### src/rtl/vector_output_drainer.sv
// vector_output_drainer: buffers whole CPU output vectors in a small FIFO and
// serialises them lane by lane onto a valid/ready word stream.
// Optional feature: define VECTOR_DRAIN_PARITY_EN to add the wordParity output.
module vector_output_drainer #(
  parameter int unsigned DATA_WIDTH  = 16,
  parameter int unsigned VECTOR_SIZE = 6,
  parameter int unsigned DEPTH       = 4
) (
  input  logic                                clock,
  input  logic                                reset,
  input  logic                                outFlag,
  input  logic [DATA_WIDTH*VECTOR_SIZE-1:0]   out,
  output logic [DATA_WIDTH-1:0]               wordData,
  output logic                                wordValid,
  input  logic                                wordReady,
  output logic                                lastLane,
  output logic                                full,
  output logic                                overflow
`ifdef VECTOR_DRAIN_PARITY_EN
  ,
  output logic                                wordParity
`endif
);

  localparam int unsigned VEC_W  = DATA_WIDTH * VECTOR_SIZE;
  localparam int unsigned PTR_W  = (DEPTH > 1) ? $clog2(DEPTH) : 1;
  localparam int unsigned CNT_W  = PTR_W + 1;
  localparam int unsigned LANE_W = (VECTOR_SIZE > 1) ? $clog2(VECTOR_SIZE) : 1;

  localparam logic [CNT_W-1:0]  CNT_FULL  = CNT_W'(DEPTH);
  localparam logic [LANE_W-1:0] LANE_LAST = LANE_W'(VECTOR_SIZE - 1);
  localparam logic              ONE_LANE  = (VECTOR_SIZE == 1);

  typedef enum logic {
    ST_IDLE = 1'b0,
    ST_SEND = 1'b1
  } state_t;

  state_t              r_state;
  logic [VEC_W-1:0]    r_mem [DEPTH];
  logic [PTR_W-1:0]    r_wr_ptr;
  logic [PTR_W-1:0]    r_rd_ptr;
  logic [CNT_W-1:0]    r_count;
  logic [LANE_W-1:0]   r_lane;

  logic                w_push;
  logic                w_drop;
  logic                w_xfer;
  logic                w_pop;
  logic                w_bypass;
  logic [CNT_W-1:0]    w_count_nxt;
  logic [PTR_W-1:0]    w_rd_ptr_inc;
  logic [LANE_W-1:0]   w_lane_inc;
  logic [VEC_W-1:0]    w_head_vec;
  logic [VEC_W-1:0]    w_next_vec;
  logic [DATA_WIDTH-1:0] w_lane0_head;
  logic [DATA_WIDTH-1:0] w_lane_adv;
  logic [DATA_WIDTH-1:0] w_lane0_next;

  // Push/pop qualification; the occupancy test uses the pre-edge count, so a
  // vector arriving while full is dropped even if a pop happens this cycle.
  assign w_push       = outFlag & ~reset & (r_count != CNT_FULL);
  assign w_drop       = outFlag & ~reset & (r_count == CNT_FULL);
  assign w_xfer       = wordValid & wordReady;
  assign w_pop        = w_xfer & lastLane;
  assign w_count_nxt  = r_count + CNT_W'(w_push) - CNT_W'(w_pop);
  assign w_rd_ptr_inc = r_rd_ptr + PTR_W'(1);
  assign w_lane_inc   = r_lane + LANE_W'(1);

  // Lane selection; when the only buffered vector retires while a new one is
  // being written, the new vector is still on the input bus, so bypass it.
  assign w_bypass     = (r_count == CNT_W'(1)) & w_push;
  assign w_head_vec   = r_mem[r_rd_ptr];
  assign w_next_vec   = w_bypass ? out : r_mem[w_rd_ptr_inc];
  assign w_lane0_head = w_head_vec[DATA_WIDTH-1:0];
  assign w_lane_adv   = w_head_vec[32'(w_lane_inc) * DATA_WIDTH +: DATA_WIDTH];
  assign w_lane0_next = w_next_vec[DATA_WIDTH-1:0];

  // Vector storage write port.
  always_ff @(posedge clock) begin
    if (w_push) begin
      r_mem[r_wr_ptr] <= out;
    end
  end

  // FIFO bookkeeping and the IDLE/SEND serialiser with registered outputs.
  always_ff @(posedge clock) begin
    if (reset) begin
      r_state    <= ST_IDLE;
      r_wr_ptr   <= '0;
      r_rd_ptr   <= '0;
      r_count    <= '0;
      r_lane     <= '0;
      wordData   <= '0;
      wordValid  <= 1'b0;
      lastLane   <= 1'b0;
      full       <= 1'b0;
      overflow   <= 1'b0;
`ifdef VECTOR_DRAIN_PARITY_EN
      wordParity <= 1'b0;
`endif
    end else begin
      if (w_push) begin
        r_wr_ptr <= r_wr_ptr + PTR_W'(1);
      end
      if (w_drop) begin
        overflow <= 1'b1;
      end
      r_count <= w_count_nxt;
      full    <= (w_count_nxt == CNT_FULL);

      case (r_state)
        ST_IDLE: begin
          if (r_count != '0) begin
            r_state    <= ST_SEND;
            r_lane     <= '0;
            wordValid  <= 1'b1;
            wordData   <= w_lane0_head;
            lastLane   <= ONE_LANE;
`ifdef VECTOR_DRAIN_PARITY_EN
            wordParity <= ^w_lane0_head;
`endif
          end
        end
        ST_SEND: begin
          if (w_xfer) begin
            if (lastLane) begin
              r_rd_ptr <= w_rd_ptr_inc;
              r_lane   <= '0;
              if (w_count_nxt != '0) begin
                wordData   <= w_lane0_next;
                lastLane   <= ONE_LANE;
`ifdef VECTOR_DRAIN_PARITY_EN
                wordParity <= ^w_lane0_next;
`endif
              end else begin
                r_state    <= ST_IDLE;
                wordValid  <= 1'b0;
                wordData   <= '0;
                lastLane   <= 1'b0;
`ifdef VECTOR_DRAIN_PARITY_EN
                wordParity <= 1'b0;
`endif
              end
            end else begin
              r_lane     <= w_lane_inc;
              wordData   <= w_lane_adv;
              lastLane   <= (w_lane_inc == LANE_LAST);
`ifdef VECTOR_DRAIN_PARITY_EN
              wordParity <= ^w_lane_adv;
`endif
            end
          end
        end
        default: begin
          r_state   <= ST_IDLE;
          wordValid <= 1'b0;
        end
      endcase
    end
  end

endmodule

### config.mk
export PLATFORM = sky130hd
export DESIGN_NAME = vector_output_drainer
export DESIGN_NICKNAME = d
export VERILOG_FILES = /design/src/rtl/vector_output_drainer.sv
export SDC_FILE = /design/constraint.sdc
export NUM_CORES = 1
export LEC_CHECK = 0
export BUFFER_PORTS_ARGS = -buffer_cell sky130_fd_sc_hd__buf_2
export CAP_MARGIN = 20
export CORE_MARGIN = 2
export CORE_UTILIZATION = 30
export CTS_CLUSTER_DIAMETER = 30
export CTS_CLUSTER_SIZE = 28
export DETAILED_ROUTE_END_ITERATION = 16
export MAX_ROUTING_LAYER = met4
export PLACE_DENSITY_LB_ADDON = 0.3
export SETUP_SLACK_MARGIN = 0.05
export SYNTH_ARGS = -nofsm -noshare
export SYNTH_HDL_FRONTEND = slang
export SYNTH_SLANG_ARGS = --single-unit
### constraint.sdc
create_clock -name clock -period 7.7 [get_ports clock]
set_input_delay 0.77 -clock clock [delete_from_list [all_inputs] [get_ports clock]]
set_output_delay 0.77 -clock clock [all_outputs]
set_load 0.02 [all_outputs]
Word level (Yosys, flattened, before mapping)
Memories as Yosys holds them, arrays and structs flattened. A register that Yosys moved wholly into a read port is not among the register bits.
Index checks and enable logic that the tools add are counted.
{ "classes": {"addsub": 5, "n_eq_ne": 9, "n_shift": 1, "mux": 28, "bitwise_logic": 8, "n_reduce_logical": 5} }
{ "op_table": {"columns": ["cell", "count"], "rows": [
  ["$shiftx A96 B8 Y16", 1],
  ["$mux W16", 5],
  ["$pmux W16 S2", 1],
  ["$mux W1", 13],
  ["$eq A3 B3 Y1 const B", 3],
  ["$mux W3", 3],
  ["$and A1 B1 Y1", 6],
  ["$ne A2 B2 Y1 const B", 3],
  ["$pmux W1 S2", 3],
  ["$pmux W3 S2", 1],
  ["$reduce_bool A3 Y1", 2],
  ["$add A2 B1 Y2 const B", 2],
  ["$mux W2", 2],
  ["$reduce_and A4 Y1", 1],
  ["$add A3 B1 Y3", 1],
  ["$add A3 B1 Y3 const B", 1],
  ["$eq A3 B1 Y1 const B", 1],
  ["$ne A3 B3 Y1 const B", 1],
  ["$reduce_and A3 Y1", 1],
  ["$sub A3 B1 Y3", 1],
  ["$ne A2 B1 Y1 const B", 1],
  ["$not A1 Y1", 2],
  ["$reduce_and A2 Y1", 1]
]} }
{ "totals": {"regBits": 31, "ram_bits": 384, "in_bits": 100, "output_inout_bits": 20, "wordCells": 67, "n_memories": 1} }
{ "mem_list": {"columns": ["name", "words", "width", "rd", "rd_clocked_by_memory_dff", "write_ports", "line_no", "text"], "rows": [
  ["r_mem", 4, 96, 2, 1, 1, "40", "logic [VEC_W-1:0] r_mem [DEPTH];"]
]} }

Depth between registers and ports, before layout
Gate-level depths: netlist of the first run.
{ "logic_depth": {"ltp_word": 10, "mapped_depth": 13, "ltp_nobuf": 12} }

Worst setup path after synthesis of the first run
No wires, ideal clock.
{ "synth_path": {"path_kind": "in2reg", "from": "input reset", "to": "memory r_mem[0][0] (netlist name), enable pin", "setup_ns": 0.466, "arrival_ns": 3.827, "required_ns": 7.234, "setup_slack_ns": 3.408, "path_stages": 3, "n_path_buf": 1, "cell_sequence": "clkbuf_1 -> a311oi_1 -> and2_1"} }
{ "synth_via": {"elab_chain_cells": 5} }
{ "synth_rtl": {"columns": ["item", "line_no", "text"], "rows": [
  ["start: declaration", "10", "input logic reset,"],
  ["$not A1 Y1", "62", "assign w_push = outFlag & ~reset & (r_count != CNT_FULL);"],
  ["$and A1 B1 Y1 (2 in series)", "62", null],
  ["$mux W1", "81", "if (w_push) begin"],
  ["$mux W1 (not written as such)", "82", "r_mem[r_wr_ptr] <= out;"],
  ["end: declaration", "40", null]
]} }
No other way between the ends.

Worst setup path in the final report of the first run
{ "layout_path": {"from": "input reset", "to": "register wordData[4]"} }
{ "layout_via": {"elab_chain_cells": 10, "elab_cells_between_ends": 12, "classes_between": "2 x add/sub; 5 x mux; 4 x bitwise; 1 x reduce/logical"} }
{ "layout_rtl": {"columns": ["item", "line_no", "text"], "rows": [
  ["$not A1 Y1", "62", null],
  ["$and A1 B1 Y1 (2 in series)", "62", null],
  ["$add A3 B1 Y3", "66", "assign w_count_nxt = r_count + CNT_W'(w_push) - CNT_W'(w_pop);"],
  ["$sub A3 B1 Y3", "66", null],
  ["$reduce_bool A3 Y1", "130", "if (w_count_nxt != '0) begin"],
  ["$mux W16", "130", null],
  ["$mux W16", "127", "if (lastLane) begin"],
  ["$mux W16", "126", "if (w_xfer) begin"],
  ["$pmux W16 S2", "112", "case (r_state)"],
  ["end signal: assignment", "118", "wordData <= w_lane0_head;"],
  ["end signal: assignment", "131", "wordData <= w_lane0_next;"],
  ["end signal: assignment", "147", "wordData <= w_lane_adv;"],
  ["end: declaration", "13", "output logic [DATA_WIDTH-1:0] wordData,"]
]} }
Several ways; a longest one is shown, not always the timed one. The select of a mux whose other input is x is not followed.
A chain may end at the register's enable or synchronous reset.

==> out/results.ini, run 1 <==
[outcome]
outcome = finished, final reports clean

[yosys]
yosys_register_bits = 417
syn_inst = 875
seq_area_frac_synth_pct = 71.6
yosysUniqueCellTypes = 52
synth_top_area_share_pct = 67.8
async_flop_share_pct = 0
syn_area_um2 = 17000
synth_nets = 984
avgSynthCellArea_um2 = 19.5
yosysTopAreaCell = edfxtp_1
yosys_most_used_dff = edfxtp_1
synth_area_leaders = edfxtp_1 (68%), mux4_2 (16%), dfxtp_1 (3.9%), mux2i_1 (1.4%), nand3_1 (1.0%)
synth_edf_count = 384
yosysWarnings = 0

[place]
io_buffers = 119
place_hpwl_mm = 25.3
dp_cells = 1708
place_ws_ns = 3.06
globalplace.congestion = 0.761
place_area_um2 = 18400

[clock_tree]
cts_tree = done
cts_buffers = 82
htree_levels = 3
insertion_delay_ns = 0.61
post_cts_buffers = 0
clockRootBuffer = clkbuf_16
cts_max_path_buffers = 3
cts_hold_buf = 0
clock-sinks = 417
path_clk_slew_ns = 0.05
ctsResizeCount = 0

[setup_path]
cp_max_fo = 34
crit_arrival_ns = 4.04
worstSetupStartpointType = input port
cp-end-kind = register
r2r_start = r_count[1]
crit_path_start = reset
r2r_cells = 13
critical_path_class = input port to register
required_ns = 8.13
regToRegSetupSlack_ns = 4.15
r2r_end = wordData[4]

[floorplanning]
dieArea_um2 = 58700
core_area_um2 = 56300
die_w_um = 242
core.rowCount = 87
num_io_pins = 120
die_h_um = 242
initial_core_util_pct = 30.2

[sta]
hold_violations = 0
fmax_mhz = 277
setup_viol = 0
finalMaxSlewViolations = 0
setup_ws_ns = 4.09
skew_ns = 0.0196
fin_setup_tns_ns = 0
rsz0062_at_grt = false
fin_crit_ns = 3.61
maxSlewHeadroom_pct = 37.7
fin_crit_sh_pct = 46.9
worstMarginPinSlew_ns = 0.934

[hold_path]
hold-path-endpoint = r_mem[0][75]
hold_path_class = input port to register
hold_depth = 1
min_from = out[75]

[routing]
ant_nets = 0
via_per_inst = 4.83
drt_wl_total_mm = 40.5
num_vias = 9041
dr.first_iter.drc_count = 696
drcViolationCount = 0
wl_per_cell_um = 21.7
dr.pass1.iters = 5

[power_and_ir_drop]
ir_drop_mv = 0.168
power.density_nw_per_um2 = 305
power_mw = 6.50
power.leakage_nw = 6.98

[finish]
fillers = 5159
multi_input_area_um2 = 4540
drive_gt1_share_pct = 37.6
final_nets = 1147
syn_to_final_growth_pct = 25.1
final_area_um2 = 21300
stdcell_count = 1871
seqCellArea_um2 = 12200

[global_route]
grt_util_all_layers_pct = 14.3
grt_max_degree = 54
grt_pass1_wl_mm = 61.1
antenna_found_initial = 12
grt_pass1_vias = 9490
grt-ovfl-total = 0

[run]
drv_cap = 0

## how the worst max path moves through the flow
stage | to | slack (ns) | cells after the start
floorplan | r_mem[0][0] | 3.41 | 3
global placement | wordData[4] | 3.25 | 12
detailed placement | wordData[4] | 3.06 | 12
CTS | wordData[4] | 3.69 | 12
global route | wordData[4] | 3.86 | 13
finish | wordData[4] | 4.09 | 13
## layout by cell type, fill, tap and decap left out, types with 10 or more instances in the layout
cell type,synthesis,routed
a21oi_1,15,15
buf_2,19,120
clkbuf_16,0,82
nand2_1,24,24
clkinv_2,0,17
bufinv_16,0,12
a211oi_1,11,11
clkinvlp_4,0,12
edfxtp_1,384,384
buf_4,7,12
mux4_2,121,121
inv_1,10,10
o21ai_0,18,18
diode_2,0,10
dfxtp_1,33,30
nor2_1,44,44
nand3_1,34,34
mux2i_1,24,24
mux2_2,11,11
## cell usage after synthesis, types with 3 or more instances
master / count
edfxtp_1: 384
mux4_2: 121
nor2_1: 44
nand3_1: 34
dfxtp_1: 33
mux2i_1: 24
nand2_1: 24
buf_2: 19
clkbuf_1: 18
o21ai_0: 18
a21oi_1: 15
a211oi_1: 11
mux2_2: 11
inv_1: 10
ha_1: 8
o21a_1: 8
buf_4: 7
a22o_1: 6
and2_1: 6
buf_1: 6
nand4_1: 6
nor2b_1: 5
and3_1: 4
xnor2_1: 4
a222oi_1: 3
a311oi_1: 3
a41oi_1: 3
nor3_1: 3
o31ai_1: 3
xor2_1: 3
## final cells by class
type | instances | area share, %
clock inverter | 63 | 3.51
clock buffer | 88 | 9.79
timing repair buffer | 133 | 3.31
tap | 756 | 4.44
inverter | 11 | 0.194
multi-input combinational | 393 | 21.3
antenna | 10 | 0.118
sequential | 417 | 57.3
## logic make-up (layout without fill, tap and decap cells)
group | count (synthesis) | count (layout) | synth area share (%)
DFF | 417 | 417 | 71.6
muxes | 156 | 156 | 18.2
and+or+nand+nor | 135 | 135 | 3.74
AOI/OAI and AO/OA | 85 | 85 | 3.44
buffers and inverters | 65 | 295 | 1.83
adders and majority gates | 9 | 9 | 0.706
xor gates and xnor gates | 8 | 8 | 0.493
other | 0 | 10 | 0
## stage by stage
stage                     hold slack, ns  util [%]
after floorplan                    0.475         -
after global placement             0.483      32.7
after detailed placement           0.489      32.7
after CTS                          0.333      37.7
after global routing               0.359      37.8
final                              0.369      37.8
## registers in the layout, summed over array words and instances (netlist names), named ones only
register,cells
r_wr_ptr,2
overflow,1
r_count,3
lastLane,1
r_rd_ptr,2
wordValid,1
r_state,1
wordData,16
full,1
r_mem,384
r_lane,3
## power breakdown
| part | total [mW] | internal (mW) | switching, mW | leakage, nW |
|---|---|---|---|---|
| sequential | 2.61 | 2.57 | 0.0372 | 3.76 |
| combinational | 0.329 | 0.119 | 0.210 | 1.87 |
| clock | 3.56 | 2.37 | 1.19 | 1.35 |
| total | 6.50 | 5.06 | 1.43 | 6.98 |
## routing by layer
layer | vias to the layer above | GRT usage [%] | share of wire [%]
met5 | - | - | 0
met4 | 0 | 5.72 | 2.3
met3 | 65 | 4.12 | 6.7
met2 | 270 | 21.7 | 48
met1 | 4713 | 18.2 | 43
li1 | 3993 | - | -
## critical path: stages
cell and delay (ns):
buf_2 0.31, a311oi_1 0.35, buf_2 0.24, inv_1 0.06
ha_1 0.27, inv_1 0.04, ha_1 0.19, fa_1 0.44
xnor3_1 0.20, nor3_1 0.28, nor2_1 0.27, a222oi_1 0.44
a41oi_1 0.17
No activity file was read; power rests on OpenSTA's default activity.
==> inputs of run 2 (changes only) <==
==> constraint.sdc (replaced) <==
create_clock -name clock -period 3.5 [get_ports clock]
set_input_delay 0.35 -clock clock [delete_from_list [all_inputs] [get_ports clock]]
set_output_delay 0.35 -clock clock [all_outputs]
set_load 0.02 [all_outputs]
==> out/results.ini, run 2 (synthesis results as in run 1) <==
[clock_tree]
htree_levels = 3
insertion_delay_ns = 0.61
path_clk_slew_ns = 0.05
post_cts_buffers = 0
clock-sinks = 417
cts_max_path_buffers = 3
cts_tree = done
clockRootBuffer = clkbuf_16
cts_buffers = 92

[sta]
setup_viol = 0
hold_violations = 0
finalMaxSlewViolations = 0
worstMarginPinSlew_ns = 1.03
setup_ws_ns = 0.315
skew_ns = 0.0277
fmax_mhz = 314
maxSlewHeadroom_pct = 31.3
fin_crit_sh_pct = 91.0
rsz0062_at_grt = false
fin_setup_tns_ns = 0
fin_crit_ns = 3.18

[routing]
num_vias = 9510
drt_wl_total_mm = 42.1
wl_per_cell_um = 21.1
dr.first_iter.drc_count = 692
ant_nets = 0
dr.pass1.iters = 5
via_per_inst = 4.76
drcViolationCount = 0

[outcome]
outcome = finished, final reports clean

[finish]
largest_reg_flops = 384
postLayoutCoreUtil_pct = 40.7
final_common_cell = edfxtp_1
syn_to_final_growth_pct = 34.6
reg.largest.list = r_mem (384), wordData (16)
mostFrequentLayoutCells = edfxtp_1 (384), mux4_2 (121), buf_2 (119)
final_nets = 1271
stdcell_count = 1996
drive_gt1_share_pct = 35.7
final_area_um2 = 22900
largest-register = r_mem

[hold_path]
hold_path_class = input port to register
hold_depth = 3

[run]
drv_cap = 0

[floorplanning]
initial_core_util_pct = 30.2
die_h_um = 242
die_w_um = 242
dieArea_um2 = 58700
core_area_um2 = 56300
core.rowCount = 87
num_io_pins = 120

[global_route]
grt_pass1_wl_mm = 64.0
grt-ovfl-total = 0
antenna_found_initial = 5
grt_pass1_vias = 10200
grt_max_degree = 62
grt_util_all_layers_pct = 15.0

[place]
dp_cells = 1728
io_buffers = 119
place_area_um2 = 18700
globalplace.congestion = 0.757
place_ws_ns = 0.286
place_hpwl_mm = 26.5

[power_and_ir_drop]
power.leakage_nw = 7.71
ir_drop_mv = 0.361
power.density_nw_per_um2 = 675

[setup_path]
r2r_cells = 13
cp_max_fo = 5
cp-end-kind = register
crit_arrival_ns = 3.70
critical_path_class = register to register
required_ns = 4.02
worstSetupStartpointType = register

## run 2: metal layers
layer	wire (µm)	up-vias	global-route usage (%)
met5	0	-	-
met4	794	0	5.10
met3	2620	73	3.72
met2	20500	301	23.7
met1	18200	4898	18.9
li1	-	4238	-
## run 2: worst paths after layout
kind / start / end / slack [ns]
setup / recovery: r_count[1] / wordData[12] / 0.32
hold / removal: outFlag / overflow / 0.08
setup reg to reg: r_count[1] / wordData[12] / 0.32
hold reg to reg: wordData[3] / wordData[3] / 0.51
## run 2: worst max-delay path, cell delays in order, from the launching register on
cell      delay [ns]
dfxtp_1         0.39
inv_1           0.12
a311oi_1        0.34
inv_1           0.08
ha_1            0.28
inv_1           0.04
ha_1            0.20
fa_1            0.44
xnor3_1         0.25
nor3_2          0.06
nor2_1          0.37
buf_4           0.23
a211oi_1        0.07
a211oi_1        0.22
## run 2: final cells by class
type                       instances  area [µm²]
tap                              756         946
sequential                       417       12200
inverter                          11        41.3
timing repair buffer             247        1920
multi-input combinational        393        4540
fill                            5035       33400
clock inverter                    57         810
clock buffer                     110        2440
antenna                            5        12.5
## run 2: per-stage QoR
stage	power, mW	hold slack (ns)
2_1_floorplan	6.22	0.449
5_1_grt	16.0	0.0743
4_1_cts	15.6	0.0467
6_report	15.5	0.0772
3_5_place_dp	6.58	0.493
3_3_place_gp	6.56	0.484
## run 2: timing repair
action / CTS / global route
setup endpoints to repair: 0 / 4
hold endpoints to repair: 384 / 0
hold buffers: 96 / 0
resized for setup: 0 / 1
## run 2: report_power, final
group	internal [mW]	switching (mW)
combinational	0.349	0.480
clock	6.20	2.69
sequential	5.66	0.0878
==> inputs of run 3 (changes only) <==
--- a/config.mk
+++ b/config.mk
@@ -12,7 +12,7 @@
 export CTS_CLUSTER_DIAMETER = 30
 export CTS_CLUSTER_SIZE = 28
 export DETAILED_ROUTE_END_ITERATION = 16
-export MAX_ROUTING_LAYER = met4
+export GPL_TIMING_DRIVEN = 0
 export PLACE_DENSITY_LB_ADDON = 0.3
 export SETUP_SLACK_MARGIN = 0.05
 export SYNTH_ARGS = -nofsm -noshare
==> out/results.ini, run 3 (synthesis results as in run 1) <==
[power_and_ir_drop]
p_clk_share_pct = 52.7
seq_power_share_pct = 41.2
sw_frac_of_total_pct = 22.6
power.switching_mw = 3.14
ir_drop_mv = 0.291
power.density_nw_per_um2 = 624
comb_power_share_pct = 6.1
p_int_mw = 10.8
power.leakage_nw = 7.46

[setup_path]
crit_path_cell_trace = clkbuf_1 > buf_2 > inv_2 > ha_1 > clkbuf_2 > nor3b_1 > nand2_1 > a21oi_2 > a21oi_1 > a211oi_1
cp_slowest_cell = ha_1
required_ns = 3.99
cp_max_fo = 15
crit_arrival_ns = 3.69
cp-end-kind = register
critical_path_class = register to register
worstSetupStartpointType = register
slowest_delay_ns = 0.44

[finish]
final_common_cell = edfxtp_1
reg.largest.list = r_mem (384), wordData (16)
mostFrequentLayoutCells = edfxtp_1 (384), buf_2 (137), mux4_2 (121)
largest-register = r_mem
largest_reg_flops = 384
final_nets = 1284
syn_to_final_growth_pct = 31.2
stdcell_count = 1999
drive_gt1_share_pct = 34.8

[global_route]
grt_pass1_wl_mm = 66.4
grt_util_all_layers_pct = 15.2
antenna_found_initial = 4
grt_util_met2_pct = 24.0
grt_max_degree = 53
grt_pass1_vias = 10200
grtUsageMet1_pct = 20.9
grt-ovfl-total = 0
top_usage_layer = met2
use_met3_pct = 3.22

[sta]
setup_viol = 0
finalMaxSlewViolations = 0
hold_violations = 0
maxSlewHeadroom_pct = 33.1
fin_setup_tns_ns = 0
skew_ns = 0.0208
worstMarginPinSlew_ns = 0.997
fmax_mhz = 313
fin_crit_sh_pct = 91.4
fin_crit_ns = 3.20
setup_ws_ns = 0.301
rsz0062_at_grt = false

[place]
globalplace.congestion = 0.777
io_buffers = 118
place_ws_ns = -0.717
place_hpwl_mm = 28.0
dp_cells = 1753

[clock_tree]
cts_tree = done
cts_buffers = 80
insertion_delay_ns = 0.60
path_clk_slew_ns = 0.05
htree_levels = 3
clock-sinks = 417
clockRootBuffer = clkbuf_16
cts_max_path_buffers = 3

[routing]
num_vias = 9562
via_per_inst = 4.78
dr.first_iter.drc_count = 785
drcViolationCount = 0
drt_wl_total_mm = 44.0
ant_nets = 0
wl_per_cell_um = 22.0
dr.pass1.iters = 5

[run]
drv_cap = 0

[floorplanning]
core.rowCount = 87
initial_core_util_pct = 30.2
die_w_um = 242
core_area_um2 = 56300
dieArea_um2 = 58700
num_io_pins = 120
die_h_um = 242

[hold_path]
hold_path_class = input port to register

[outcome]
outcome = finished, final reports clean

## run 3: cell types whose count changed in the layout (fill, tap and decap cells not counted), sizes merged
cell / delta
clkinvlp: +2
diode: -2
bufinv: -10
inv: +4
buf: +5
clkbuf: -3
clkinv: +7
## run 3: worst paths after layout
kind,from,endpoint,slack [ns],cells after the start
setup / recovery,r_lane[0],wordData[5],0.30,10
hold / removal,outFlag,overflow,0.09,3
setup reg to reg,r_lane[0],wordData[5],0.30,10
hold reg to reg,wordData[3],wordData[3],0.49,2
## run 3: stage by stage
| step | hold WS (ns) | area (µm²) | util, % | total power [mW] |
|---|---|---|---|---|
| floorplan | 0.449 | 17000 | - | 6.22 |
| global placement | 0.451 | 18600 | 33.0 | 6.56 |
| detailed placement | 0.479 | 18700 | 33.2 | 6.58 |
| CTS | 0.0621 | 22300 | 39.6 | 14.1 |
| global route | 0.103 | 22300 | 39.7 | 14.4 |
| finish | 0.0940 | 22300 | 39.7 | 13.9 |
## run 3: repair_timing
| item | CTS | global route |
|---|---|---|
| endpoints found under the hold margin | 384 | 0 |
| gates resized for setup | 5 | 2 |
| endpoints found under the setup margin | 17 | 5 |
| hold buffers | 96 | 0 |
| setup buffers | 1 | 0 |
| gates cloned | 0 | 0 |
| pin swaps | 1 | 0 |
## run 3: final cells by class
| cell class | instances | area (µm²) |
|---|---|---|
| diodes | 3 | 7.51 |
| plain buffers | 53 | 268 |
| clock buffers | 87 | 2050 |
| clock inverters | 60 | 589 |
| fillers | 5065 | 34000 |
| inverters | 11 | 41.3 |
| multi-input cells | 393 | 4560 |
| flip-flops and latches | 417 | 12200 |
| well taps | 756 | 946 |
| repair buffers | 219 | 1670 |
## run 3: power by group through the flow
stage / logic, mW / clock network (mW) / registers, mW
CTS: 0.853 / 7.48 / 5.74
finish: 0.848 / 7.34 / 5.74
detailed placement: 0.751 / 0 / 5.83
global route: 0.925 / 7.72 / 5.75
global placement: 0.727 / 0 / 5.83
floorplan: 0.366 / 0 / 5.85
## run 3: worst max-delay path, delay by kind of cell (launching register included)
kind                     cells  cell delay (ns)
flip-flops                   1             0.32
buffers and inverters        4             1.11
AND/OR/NAND/NOR              2             0.57
adder cells (fa/ha/maj)      1             0.44
AO/OA/AOI/OAI                3             0.63
## run 3: routing by layer
metal,wire length (µm),up-vias
met4,771,2
met2,20800,312
li1,-,4268
met3,2690,58
met1,19700,4922
met5,11,-
